<file path="src/rtl/muldiv_sequencer_pkg.sv">
// Shared M-extension encodings and sequencer state type.
package muldiv_sequencer_pkg;

    localparam logic [6:0] FUNCT7_MULDIV = 7'b0000001;

    localparam logic [2:0] FUNCT3_MUL    = 3'b000;
    localparam logic [2:0] FUNCT3_MULH   = 3'b001;
    localparam logic [2:0] FUNCT3_MULHSU = 3'b010;
    localparam logic [2:0] FUNCT3_MULHU  = 3'b011;
    localparam logic [2:0] FUNCT3_DIV    = 3'b100;
    localparam logic [2:0] FUNCT3_DIVU   = 3'b101;
    localparam logic [2:0] FUNCT3_REM    = 3'b110;
    localparam logic [2:0] FUNCT3_REMU   = 3'b111;

    typedef enum logic [1:0] {
        MD_IDLE = 2'd0,
        MD_RUN  = 2'd1,
        MD_DONE = 2'd2
    } md_state_e;

endpackage

</file>
<file path="src/rtl/muldiv_datapath.sv">
// Shift-add multiply / restoring divide datapath with sign fixup and result mux.
module muldiv_datapath
    import muldiv_sequencer_pkg::*;
#(
    parameter int unsigned XLEN = 32
) (
    input  logic            clk,
    input  logic            reset,
    input  logic            load,
    input  logic            step,
    input  logic            finish,
    input  logic            fast,
    input  logic [2:0]      funct3,
    input  logic [XLEN-1:0] op_a,
    input  logic [XLEN-1:0] op_b,
    input  logic [XLEN-1:0] fast_val,
    output logic [XLEN-1:0] result
);

    logic [2:0]        f3_q, f3_d;
    logic              a_neg_q, a_neg_d;
    logic              b_neg_q, b_neg_d;
    logic              fast_q, fast_d;
    logic [2*XLEN-1:0] acc_q, acc_d;
    logic [XLEN-1:0]   mcand_q, mcand_d;

    logic              signed_a, signed_b, a_neg, b_neg;
    logic [XLEN-1:0]   mag_a, mag_b;
    logic [XLEN:0]     mul_sum;
    logic [XLEN:0]     rem_sh;
    logic [XLEN+1:0]   diff;
    logic [2*XLEN-1:0] mul_next, div_next, prod, prod_neg;
    logic [XLEN-1:0]   quo, rem, res;

    // Operand magnitudes on load, and one multiply or divide iteration per step.
    always_comb begin
        signed_a = (funct3 != FUNCT3_MULHU) && (funct3 != FUNCT3_DIVU) &&
                   (funct3 != FUNCT3_REMU);
        signed_b = signed_a && (funct3 != FUNCT3_MULHSU);
        a_neg    = signed_a && op_a[XLEN-1];
        b_neg    = signed_b && op_b[XLEN-1];
        mag_a    = a_neg ? ('0 - op_a) : op_a;
        mag_b    = b_neg ? ('0 - op_b) : op_b;

        // Multiplier sits in the low half and shifts out as the partial sum shifts in.
        mul_sum  = {1'b0, acc_q[2*XLEN-1:XLEN]} + (acc_q[0] ? {1'b0, mcand_q} : '0);
        mul_next = {mul_sum, acc_q[XLEN-1:1]};

        // Remainder gets one extra bit after the shift; a borrow means restore.
        rem_sh   = acc_q[2*XLEN-1:XLEN-1];
        diff     = {1'b0, rem_sh} - {2'b00, mcand_q};
        div_next = diff[XLEN+1] ? {acc_q[2*XLEN-2:0], 1'b0}
                                : {diff[XLEN-1:0], acc_q[XLEN-2:0], 1'b1};

        f3_d    = f3_q;
        a_neg_d = a_neg_q;
        b_neg_d = b_neg_q;
        fast_d  = fast_q;
        acc_d   = acc_q;
        mcand_d = mcand_q;
        if (load) begin
            f3_d    = funct3;
            a_neg_d = a_neg;
            b_neg_d = b_neg;
            fast_d  = fast;
            if (fast) begin
                acc_d   = {{XLEN{1'b0}}, fast_val};
                mcand_d = '0;
            end else if (funct3[2]) begin
                acc_d   = {{XLEN{1'b0}}, mag_a};
                mcand_d = mag_b;
            end else begin
                acc_d   = {{XLEN{1'b0}}, mag_b};
                mcand_d = mag_a;
            end
        end else if (step) begin
            acc_d = f3_q[2] ? div_next : mul_next;
        end
    end

    // Sign fixup and result select; the output is forced to 0 outside the done cycle.
    always_comb begin
        prod_neg = '0 - acc_q;
        prod     = (a_neg_q ^ b_neg_q) ? prod_neg : acc_q;
        quo      = (a_neg_q ^ b_neg_q) ? ('0 - acc_q[XLEN-1:0]) : acc_q[XLEN-1:0];
        rem      = a_neg_q ? ('0 - acc_q[2*XLEN-1:XLEN]) : acc_q[2*XLEN-1:XLEN];
        if (fast_q) begin
            res = acc_q[XLEN-1:0];
        end else begin
            unique case (f3_q)
                FUNCT3_MUL:                 res = prod[XLEN-1:0];
                FUNCT3_DIV, FUNCT3_DIVU:    res = quo;
                FUNCT3_REM, FUNCT3_REMU:    res = rem;
                default:                    res = prod[2*XLEN-1:XLEN];
            endcase
        end
        result = finish ? res : '0;
    end

    // Datapath registers with synchronous active-low reset.
    always_ff @(posedge clk) begin
        if (!reset) begin
            f3_q    <= '0;
            a_neg_q <= 1'b0;
            b_neg_q <= 1'b0;
            fast_q  <= 1'b0;
            acc_q   <= '0;
            mcand_q <= '0;
        end else begin
            f3_q    <= f3_d;
            a_neg_q <= a_neg_d;
            b_neg_q <= b_neg_d;
            fast_q  <= fast_d;
            acc_q   <= acc_d;
            mcand_q <= mcand_d;
        end
    end

endmodule

</file>
<file path="src/rtl/muldiv_sequencer.sv">
// M-extension sequencer: FSM, iteration counter, fast-path detect, stall/done.
module muldiv_sequencer
    import muldiv_sequencer_pkg::*;
#(
    parameter int unsigned XLEN  = 32,
    parameter int unsigned CNT_W = 6
) (
    input  logic            clk,
    input  logic            reset,
    input  logic            start,
    input  logic            flush,
    input  logic [2:0]      funct3,
    input  logic [XLEN-1:0] op_a,
    input  logic [XLEN-1:0] op_b,
    output logic            stall,
    output logic            done,
    output logic [XLEN-1:0] result
);

    md_state_e        state_q, state_d;
    logic [CNT_W-1:0] cnt_q, cnt_d;
    logic             done_q, done_d;

    logic             load, step, fast, div_zero, ovf;
    logic [XLEN-1:0]  fast_val;

    // Next state, strobes and the combinational stall.
    always_comb begin
        div_zero = funct3[2] && (op_b == '0);
        ovf      = funct3[2] && !funct3[0] && (op_a == {1'b1, {(XLEN-1){1'b0}}}) &&
                   (op_b == '1);
        fast     = div_zero || ovf;
        if (div_zero) begin
            fast_val = funct3[1] ? op_a : '1;
        end else begin
            fast_val = funct3[1] ? '0 : op_a;
        end

        state_d = state_q;
        cnt_d   = cnt_q;
        load    = 1'b0;
        step    = 1'b0;
        stall   = 1'b0;
        unique case (state_q)
            MD_IDLE: begin
                if (start && !flush) begin
                    load    = 1'b1;
                    stall   = 1'b1;
                    cnt_d   = '0;
                    state_d = fast ? MD_DONE : MD_RUN;
                end
            end
            MD_RUN: begin
                if (flush) begin
                    state_d = MD_IDLE;
                    cnt_d   = '0;
                end else begin
                    step  = 1'b1;
                    stall = 1'b1;
                    if (cnt_q == CNT_W'(XLEN - 1)) begin
                        state_d = MD_DONE;
                        cnt_d   = '0;
                    end else begin
                        cnt_d = cnt_q + CNT_W'(1);
                    end
                end
            end
            MD_DONE: begin
                // start here is the same instruction leaving EX.
                state_d = MD_IDLE;
            end
            default: begin
                state_d = MD_IDLE;
                cnt_d   = '0;
            end
        endcase
        done_d = (state_d == MD_DONE);
    end

    // FSM state, counter and registered done pulse.
    always_ff @(posedge clk) begin
        if (!reset) begin
            state_q <= MD_IDLE;
            cnt_q   <= '0;
            done_q  <= 1'b0;
        end else begin
            state_q <= state_d;
            cnt_q   <= cnt_d;
            done_q  <= done_d;
        end
    end

    assign done = done_q;

    muldiv_datapath #(
        .XLEN (XLEN)
    ) u_datapath (
        .clk      (clk),
        .reset    (reset),
        .load     (load),
        .step     (step),
        .finish   (done_q),
        .fast     (fast),
        .funct3   (funct3),
        .op_a     (op_a),
        .op_b     (op_b),
        .fast_val (fast_val),
        .result   (result)
    );

endmodule

</file>
<file path="config.mk">
export PLATFORM = sky130hd
export DESIGN_NAME = muldiv_sequencer
export DESIGN_NICKNAME = d
export VERILOG_FILES = /design/src/rtl/muldiv_sequencer_pkg.sv /design/src/rtl/muldiv_datapath.sv /design/src/rtl/muldiv_sequencer.sv
export SDC_FILE = /design/constraint.sdc
export NUM_CORES = 1
export LEC_CHECK = 0
export BUFFER_PORTS_ARGS = -buffer_cell sky130_fd_sc_hd__buf_4
export CAP_MARGIN = 20
export CELL_PAD_IN_SITES_DETAIL_PLACEMENT = 0
export CELL_PAD_IN_SITES_GLOBAL_PLACEMENT = 1
export CORE_UTILIZATION = 49
export DETAILED_ROUTE_END_ITERATION = 8
export PLACE_DENSITY = 0.89
export SYNTH_ARGS = -nofsm -noshare
export SYNTH_HDL_FRONTEND = slang
export SYNTH_SLANG_ARGS = --single-unit
export TNS_END_PERCENT = 20
</file>
<file path="constraint.sdc">
create_clock -name clk -period 4.8 [get_ports clk]
set_clock_uncertainty 0.1 [all_clocks]
set_input_delay 0.72 -clock clk [delete_from_list [all_inputs] [get_ports clk]]
set_output_delay 0.72 -clock clk [all_outputs]
set_load 0.05 [all_outputs]
</file>
After elaboration in Yosys (flattened, before gate mapping)
Cells that the tools add are included.
Widths: inputs -> output; s select.
{ "totals": {"regBits": 111, "input_bits": 71, "output_inout_bits": 34, "elab_cells": 88} }
{ "classes": {"add_sub_neg": 8, "eq_ne": 15, "n_mux": 34, "n_bitwise": 2, "n_reduce_logical": 20} }
{ "ops": {"columns": ["operator", "n"], "rows": [
  ["$mux 32", 13],
  ["$mux 64", 6],
  ["$sub 1x32->32 const A", 4],
  ["$pmux 32 s3", 1],
  ["$eq 32x32->1 const B", 2],
  ["$sub 1x64->64 const A", 1],
  ["$sub 33x32->34", 1],
  ["$add 32x33->33", 1],
  ["$logic_not 32->1", 1],
  ["$mux 6", 3],
  ["$pmux 6 s3", 1],
  ["$eq 3x3->1 const B", 4],
  ["$logic_and 1x1->1", 10],
  ["$mux 2", 4],
  ["$add 6x1->6 const B", 1],
  ["$eq 6x5->1 const B", 1],
  ["$ne 3x2->1 const B", 2],
  ["$ne 3x3->1 const B", 2],
  ["$eq 2x2->1 const B", 2],
  ["$mux 1", 4],
  ["$pmux 2 s2", 1],
  ["$reduce_or 2->1", 2],
  ["$logic_not 3->1", 1],
  ["$eq 2x1->1 const B", 1],
  ["other kinds (9)", 10]
]} }

Depth between registers and ports, before layout
Gate-level depths: netlist (run 1).
{ "logic_depth": {"depth_word": 9, "depth_mapped": 13, "ltp_nobuf": 12} }

Hierarchy
A second synthesis (run 1) with hierarchy kept.
{ "unflattened": {"cells_unflattened": 2052, "hier_area_um2": 14427.6} }
{ "by_module_without_submodules": {"columns": ["mod", "n_inst", "cells_per_inst", "area_each_um2", "seq_area_each_um2"], "rows": [
  ["muldiv_datapath", 1, 1929, 13410.4, 2042.0],
  ["muldiv_sequencer", 1, 123, 1017.2, 180.2]
]} }

Worst setup path before layout (run 1)
Ideal clock, no wire load.
{ "synth_path": {"kind": "flip-flop to output port", "startpoint": "register u_datapath.acc_q[33]", "endpoint": "output result[18]", "arrival_time_ps": 3517, "t_required_ps": 3980, "slack_ps": 463, "stages_incl_launch_ff": 11, "path_buffers": 1, "cell_sequence": "dfxtp_1 -> clkbuf_1 -> inv_1 -> ha_1 -> or3b_2 -> nor4b_1 -> nand3_1 -> o21ai_0 -> xnor2_1 -> o221ai_1 -> o21ai_0"} }
{ "synth_via": {"elab_chain_len": 5, "elab_cells_between_ends": 7, "cone_classes": "2 x add/sub; 5 x mux"} }
{ "synth_rtl": {"columns": ["element", "line", "rtl"], "rows": [
  ["start: declaration", "muldiv_datapath.sv:24", "logic [2*XLEN-1:0] acc_q, acc_d;"],
  ["start signal: assignment", "muldiv_datapath.sv:107", "acc_q <= '0;"],
  ["start signal: assignment", "muldiv_datapath.sv:114", "acc_q <= acc_d;"],
  ["$sub 1x64->64 or $sub 1x32->32 (tied branches)", "muldiv_datapath.sv:83, muldiv_datapath.sv:86", null],
  ["$mux 64 or $mux 32 (tied branches)", "muldiv_datapath.sv:84, muldiv_datapath.sv:86", null],
  ["$pmux 32 s3 (*)", "muldiv_datapath.sv:90", "unique case (f3_q)"],
  ["$mux 32 (*)", "muldiv_datapath.sv:87", "if (fast_q) begin"],
  ["$mux 32 (*)", "muldiv_datapath.sv:97", "result = finish ? res : '0;"],
  ["end: declaration", "muldiv_sequencer.sv:17", "output logic [XLEN-1:0] result"]
]} }
Mark *: on every way between the ends. The rest lies on a longest branch, timed or not.

Worst setup path in the final report (run 1)
{ "layout_path": {"startpoint": "register u_datapath.acc_q[6]", "endpoint": "output result[21]"} }
{ "layout_via": {"elab_chain_len": 5, "elab_cells_between_ends": 7, "cone_classes": "2 x add/sub; 5 x mux"} }
{ "layout_rtl": {"columns": ["element", "line"], "rows": [
  ["$sub 1x64->64 or $sub 1x32->32 (tied branches)", "muldiv_datapath.sv:83, muldiv_datapath.sv:85"],
  ["$mux 64 or $mux 32 (tied branches)", "muldiv_datapath.sv:84, muldiv_datapath.sv:85"],
  ["$pmux 32 s3 (*)", "muldiv_datapath.sv:90"],
  ["$mux 32 (*)", "muldiv_datapath.sv:87"],
  ["$mux 32 (*)", "muldiv_datapath.sv:97"]
]} }
Marks and branches as above.

==> metrics.csv, run 1 <==
metric;value;unit
outcome;completed;
Die Ht;172;um
H-tree depth;3;
DR pass1 iterations;6;
Sw Ratio;40.8;%
number of DRC markers in iteration 0;1899;
final slew viol count;0;
num rows;61;
post-CTS setup repair buffer count;0;
CTS sink count;111;
Comb power frac;39.0;%
first-pass GRT wire length;87.4;mm
Period minus WS final;4.52;ns
Worst Path Arrival;3.70;ns
area of the multi-input gates;11100;um2
Syn Nets;2231;
critical path fanouts, max;10;
CTS tree;done;
post-synthesis sequential area ratio;15.6;%
hold violation count in the final report;0;
final setup TNS;0;ns
Worst-Skew Late Latency;0.37;ns
number of global-route vias before repair;15100;
warnings from Yosys;0;
startpoint types;flip-flop;
worst path bufs/invs;1;
mapped cell area;14200;um2
# resized after CTS;0;
endpoints failing setup;0;
max-cap viol count;0;
Area growth syn-to-layout;10.2;%
Fillers;2809;
die area;29700;um2
net switching power;0.00122;W
critical path class;reg2out;
number of synthesized flops with an enable pin;0;
Power per Cell Area;192;nW/um2
HP Start;u_datapath.mcand_q[5]$_SDFFE_PN0P_;
flip-flop and latch area;2220;um2
measured slew at the worst slew-check pin;0.990;ns
Reg power frac;34.6;%
CP max-delay cell;or4_1;
Cell Chain, Critical Path;or4_1, nor4_4, nand4_4, o31ai_2, xor2_1, a221oi_1, a21o_1, a22o_1, buf_4;
Final Wtd Congestion;1.03;
total track usage;39.0;%
R2R Path Start;u_datapath.acc_q[0]$_SDFFE_PN0P_;
GRT overflow;0;
Setup crit start;u_datapath.acc_q[6]$_SDFFE_PN0P_;
Internal Pwr Total;0.00178;W
period utilisation layout;94.1;%
# DRC;0;
most frequent cells in the layout;o21ai_0 (248), a21oi_1 (235), nor2_1 (193), nand2_1 (186), buf_4 (164);
antenna cells;0;
Post-CTS Hold Fix Bufs;0;
Core Area;28200;um2
Pleak;6.21;nW
final setup margin;0.283;ns
number of stages on the worst setup path;9;
CP top delay family;simple AND/OR/NAND/NOR gates;
Reg clk slew, reported paths;0.08;ns
crit end category;primary output;
largest net degree at the start of global routing;73;
Tot Pwr;0.00300;W
Place WS;0.546;ns
Routed Wire Length;58.6;mm
clk buf depth;2;
wire per inst;23.6;um
I/O pins;105;
hold path depth;2;
slew margin rel.;34.0;%
via count;16600;
cell count of the worst reg-to-reg path;12;
clock root buffer master;clkbuf_16;
Yosys reg bits;111;
Port Buffer Count;104;
Hold/Removal Path Class;reg2reg;
Clock Power Share;26.4;%
Synth cell types;90;
WP data required;3.98;ns
RSZ-0062 raised after global routing;no;
final net count;2242;
layout cells sized above 1;11.6;%
Post-synth ARST share;0;%
Mapped Cells;2088;
commonest non-fill, non-tap cell in the layout;o21ai_0;
remaining antenna violation count;0;
Starting Density;50.5;%
mean area per synthesized cell;6.81;um2
Worst path max stage delay;0.71;ns
Die W;172;um
dominant synthesized flop cell;dfxtp_1;
CTS Buf Count;9;
Fmax;0.221;GHz
DP HPWL;45.4;mm
Peak VDD IR;149;uV
Avg Vias per Cell;6.69;
initial antenna violation count;0;
flip-flops by register name, summed over array words and instances, names as in the netlist:
| register | flops |
|---|---|
| cnt_q | 6 |
| done | 1 |
| state_q | 2 |
| u_datapath.a_neg_q | 1 |
| u_datapath.acc_q | 64 |
| u_datapath.b_neg_q | 1 |
| u_datapath.f3_q | 3 |
| u_datapath.fast_q | 1 |
| u_datapath.mcand_q | 32 |
cells in the mapped netlist, types with 9 or more instances:
cell      instances  area share [%]
o21ai_0         249             8.8
a21oi_1         235             8.3
nor2_1          195             5.1
nand2_1         186             4.9
clkbuf_1        143             3.8
dfxtp_1         111              16
xnor2_1          88             5.4
xor2_1           77             4.7
inv_1            73             1.9
ha_1             70             6.2
mux2i_1          54             3.8
nor3_1           46             1.6
nand3_1          36             1.3
a31oi_1          31             1.4
a21o_1           30             1.6
nor4_1           29             1.3
o211ai_1         27             1.4
a22oi_1          24             1.3
nand4_1          24             1.1
o31ai_1          22             1.2
o22ai_1          16            0.70
or3_1            16            0.70
or4_1            16            0.85
a221oi_1         14            0.86
o41ai_1          14            0.86
a211oi_1         12            0.63
and2_1           12            0.53
nand2b_1         12            0.53
nor2b_1          12            0.53
buf_1            11            0.29
o221ai_1         11            0.68
a22o_1           10            0.62
and3_1           10            0.44
a221o_1           9            0.63
buf_2             9            0.32
mux2_2            9            0.71
area by class of cell:
| class | count | area share, % |
|---|---|---|
| timing repair buffer | 168 | 8.23 |
| clock inverter | 5 | 0.296 |
| multi-input combinational | 1736 | 70.9 |
| inverter | 73 | 1.75 |
| sequential | 111 | 14.2 |
| tap | 378 | 3.02 |
| clock buffer | 11 | 1.61 |
worst reg2reg max path, cell delays in order, from the launching register on:
cell and delay [ns]:
dfxtp_1 0.40, inv_1 0.11, buf_4 0.37, nor2_1 0.13, ha_1 0.36, o21ai_0 0.15
o211ai_1 0.34, nand3_1 0.19, o41ai_1 0.61, o21ai_0 0.42, o41ai_1 0.44, xnor2_1 0.17
o221ai_1 0.12
through the flow:
stage / cell area [um2] / hold WS [ns] / util, % / cells
final: 15700 / 0.355 / 55.6 / 2482
after floorplan: 14200 / 0.325 / - / 2088
after global placement: 15300 / 0.341 / 54.4 / 2463
after CTS: 15600 / 0.356 / 55.4 / 2480
after global routing: 15700 / 0.370 / 55.6 / 2482
after detailed placement: 15300 / 0.347 / 54.4 / 2464
cell families after synthesis:
logic type	after synthesis	share of synthesized area, %
buffers and inverters	241	6.63
multiplexers	63	4.52
flip-flops	111	15.6
AND/OR/NAND/NOR	642	22.1
XOR/XNOR	165	10.2
AO/OA/AOI/OAI	794	34.6
adder cells (fa/ha/maj)	72	6.44
final timing paths:
check	endpoint	slack, ns
max	result[21]	0.28
min	u_datapath.mcand_q[5]$_SDFFE_PN0P_	0.35
max reg2reg	u_datapath.acc_q[60]$_SDFFE_PN0P_	0.75
min reg2reg	u_datapath.mcand_q[5]$_SDFFE_PN0P_	0.35
routing by layer:
layer / track usage, % / up-vias / wire [um]
met2: 61.9 / 928 / 26200
met4: 22.7 / 0 / 3400
met1: 50.0 / 7839 / 23900
li1: - / 7684 / -
met5: 0 / - / 0
met3: 6.02 / 164 / 5170
power groups by stage:
stage / combinational (W) / clock (W) / sequential [W]
2_1_floorplan: 0.000781 / 0 / 0.00101
3_3_place_gp: 0.00113 / 0 / 0.00105
3_5_place_dp: 0.00113 / 0 / 0.00105
4_1_cts: 0.00114 / 0.000795 / 0.00103
5_1_grt: 0.00126 / 0.000835 / 0.00104
6_report: 0.00117 / 0.000793 / 0.00104
No activity file was read; power rests on OpenSTA's default activity.
==> run 2: changes to the inputs <==
--- a/config.mk
+++ b/config.mk
@@ -9,9 +9,10 @@
 export CAP_MARGIN = 20
 export CELL_PAD_IN_SITES_DETAIL_PLACEMENT = 0
 export CELL_PAD_IN_SITES_GLOBAL_PLACEMENT = 1
-export CORE_UTILIZATION = 49
+export CORE_UTILIZATION = 50
+export CTS_BUF_LIST = sky130_fd_sc_hd__clkbuf_8
 export DETAILED_ROUTE_END_ITERATION = 8
-export PLACE_DENSITY = 0.89
+export PLACE_DENSITY = 0.91
 export SYNTH_ARGS = -nofsm -noshare
 export SYNTH_HDL_FRONTEND = slang
 export SYNTH_SLANG_ARGS = --single-unit
==> metrics.csv, run 2 (synthesis results as in run 1) <==
metric;value;unit;change
Internal Pwr Total;0.00164;W;-8.0%
CTS tree;done;;
most flop-heavy register;u_datapath.acc_q;;
hold violation count in the final report;0;;unchanged
Power per Cell Area;184;nW/um2;-3.8%
crit end category;primary output;;
total track usage;40.2;%;+1.2 points
Reg clk slew, reported paths;0.12;ns;+0.04 ns
first-pass GRT wire length;89.2;mm;+2.0%
slew margin rel.;29.3;%;-4.7 points
clk buf depth;2;;unchanged
measured slew at the worst slew-check pin;1.06;ns;+0.0650 ns
antenna cells;0;;unchanged
Core Area;27900;um2;-1.1%
Reg power frac;36.2;%;+1.6 points
Hold/Removal Path Class;reg2reg;;
Die Ht;171;um;-0.99%
Post-CTS Hold Fix Bufs;0;;unchanged
Pleak;6.14;nW;-1.2%
max-cap viol count;0;;unchanged
r2r endpoint;u_datapath.acc_q[47]$_SDFFE_PN0P_;;
final setup TNS;0;ns;unchanged
outcome;completed;;
Routed Wire Length;58.9;mm;+0.50%
initial antenna violation count;1;;+1
wire per inst;23.8;um;+0.74%
H-tree depth;3;;unchanged
num rows;61;;unchanged
Comb power frac;41.1;%;+2.1 points
FF-to-FF setup slack;0.78;ns;+0.03 ns
post-CTS setup repair buffer count;0;;unchanged
die area;29100;um2;-2.0%
Worst path max stage delay;0.63;ns;-0.08 ns
Top Registers;u_datapath.acc_q x64, u_datapath.mcand_q x32, cnt_q x6;;
remaining antenna violation count;0;;unchanged
most frequent cells in the layout;o21ai_0 (248), a21oi_1 (235), nor2_1 (193), nand2_1 (186), buf_4 (162);;
Avg Vias per Cell;6.66;;-0.49%
hold path depth;2;;unchanged
final slew viol count;0;;unchanged
Final Wtd Congestion;1.05;;+1.9%
end point of the worst hold path;u_datapath.mcand_q[5]$_SDFFE_PN0P_;;
layout cells sized above 1;11.3;%;-0.30 points
startpoint types;flip-flop;;
number of global-route vias before repair;15300;;+1.3%
CP max-delay cell;a221oi_1;;
Worst-Skew Late Latency;0.41;ns;+0.04 ns
Peak VDD IR;147;uV;-1.2%
DP HPWL;45.7;mm;+0.68%
GRT overflow;0;;unchanged
RSZ-0062 raised after global routing;no;;
I/O pins;105;;unchanged
clock root buffer master;clkbuf_8;;
critical path class;reg2out;;
WP data required;3.98;ns;about the same
commonest non-fill, non-tap cell in the layout;o21ai_0;;
number of DRC markers in iteration 0;1769;;-6.8%
CTS Buf Count;9;;unchanged
cell count of the worst reg-to-reg path;9;;-3
period utilisation layout;95.5;%;+1.4 points
via count;16500;;-0.73%
Period minus WS final;4.58;ns;+0.0681 ns
CTS sink count;111;;unchanged
Port Buffer Count;104;;unchanged
endpoints failing setup;0;;unchanged
final net count;2236;;-0.27%
DR pass1 iterations;8;;+2
HP Start;u_datapath.mcand_q[5]$_SDFFE_PN0P_;;
Fmax;0.218;GHz;-1.5%
net switching power;0.00122;W;-0.20%
R2R Path Start;u_datapath.acc_q[41]$_SDFFE_PN0P_;;
Placed Area;15300;um2;-0.26%
Die W;171;um;-0.99%
Worst Path Arrival;3.76;ns;+0.06 ns
# resized after CTS;0;;unchanged
max FFs per register;64;;unchanged
Cell Chain, Critical Path;or4_4, nor4b_4, nand4_4, o31ai_2, xor2_1, a221oi_1, a21o_1, a22o_1, buf_4;;
Clock Power Share;22.7;%;-3.7 points
Starting Density;51.0;%;+0.55 points
Sw Ratio;42.7;%;+2.0 points
Area growth syn-to-layout;9.05;%;
# DRC;0;;unchanged
critical path fanouts, max;11;;+1
largest net degree at the start of global routing;111;;+52%
post-route cell area;15500;um2;-1.0%
-- run 2: changes by cell type in the layout (fill, tap and decap cells not counted), sizes merged --
cell	previous run	this run
clkinv	0	1
clkbuf	11	9
bufinv	0	1
inv	76	78
buf	168	162
clkinvlp	2	0
-- run 2: how the worst max path moves through the flow --
stage,startpoint,endpoint,cells after the start,slack [ns]
2_1_floorplan,u_datapath.acc_q[33]$_SDFFE_PN0P_,result[18],10,0.46
3_3_place_gp,u_datapath.acc_q[37]$_SDFFE_PN0P_,result[21],9,0.61
3_5_place_dp,u_datapath.acc_q[32]$_SDFFE_PN0P_,result[26],10,0.61
4_1_cts,u_datapath.acc_q[32]$_SDFFE_PN0P_,result[26],10,0.14
5_1_grt,u_datapath.acc_q[51]$_SDFFE_PN0P_,result[30],8,0.01
6_report,u_datapath.acc_q[10]$_SDFFE_PN0P_,result[21],9,0.22
-- run 2: final cells by class --
cell class              count  area [um2]
fillers                  2794       12400
well taps                 378         473
clock buffers               9         124
flip-flops and latches    111        2220
clock inverters             7        82.6
repair buffers            162        1220
multi-input cells        1736       11100
inverters                  73         274
-- run 2: critical path: cells and delay by family (launching register included) --
| family | cells | cell delay [ns] |
|---|---|---|
| simple gates | 3 | 1.42 |
| xor+xnor | 1 | 0.10 |
| compound gates | 4 | 1.22 |
| flops | 1 | 0.41 |
| buf+inv | 1 | 0.19 |
-- run 2: layer usage --
metal,track usage [%],wire length [um]
met2,64.3,26400
met1,50.5,23900
met4,25.8,3870
met3,5.90,4650
met5,0,13
-- run 2: power by group through the flow --
stage / Clock (W) / Sequential, W / Combinational, W
detailed placement: 0 / 0.00105 / 0.00113
CTS: 0.000647 / 0.00103 / 0.00114
finish: 0.000650 / 0.00103 / 0.00117
global placement: 0 / 0.00105 / 0.00113
global route: 0.000682 / 0.00104 / 0.00126
floorplan: 0 / 0.00101 / 0.000781
-- run 2: metrics by stage --
step | util, % | instances | hold WS, ns | setup slack [ns] | total power [W]
finish | 55.6 | 2476 | 0.368 | 0.215 | 0.00286
global route | 55.6 | 2476 | 0.390 | 0.00981 | 0.00298
floorplan | - | 2088 | 0.325 | 0.463 | 0.00179
detailed placement | 54.8 | 2460 | 0.348 | 0.609 | 0.00219
global placement | 54.8 | 2460 | 0.339 | 0.606 | 0.00218
CTS | 55.6 | 2476 | 0.366 | 0.138 | 0.00282
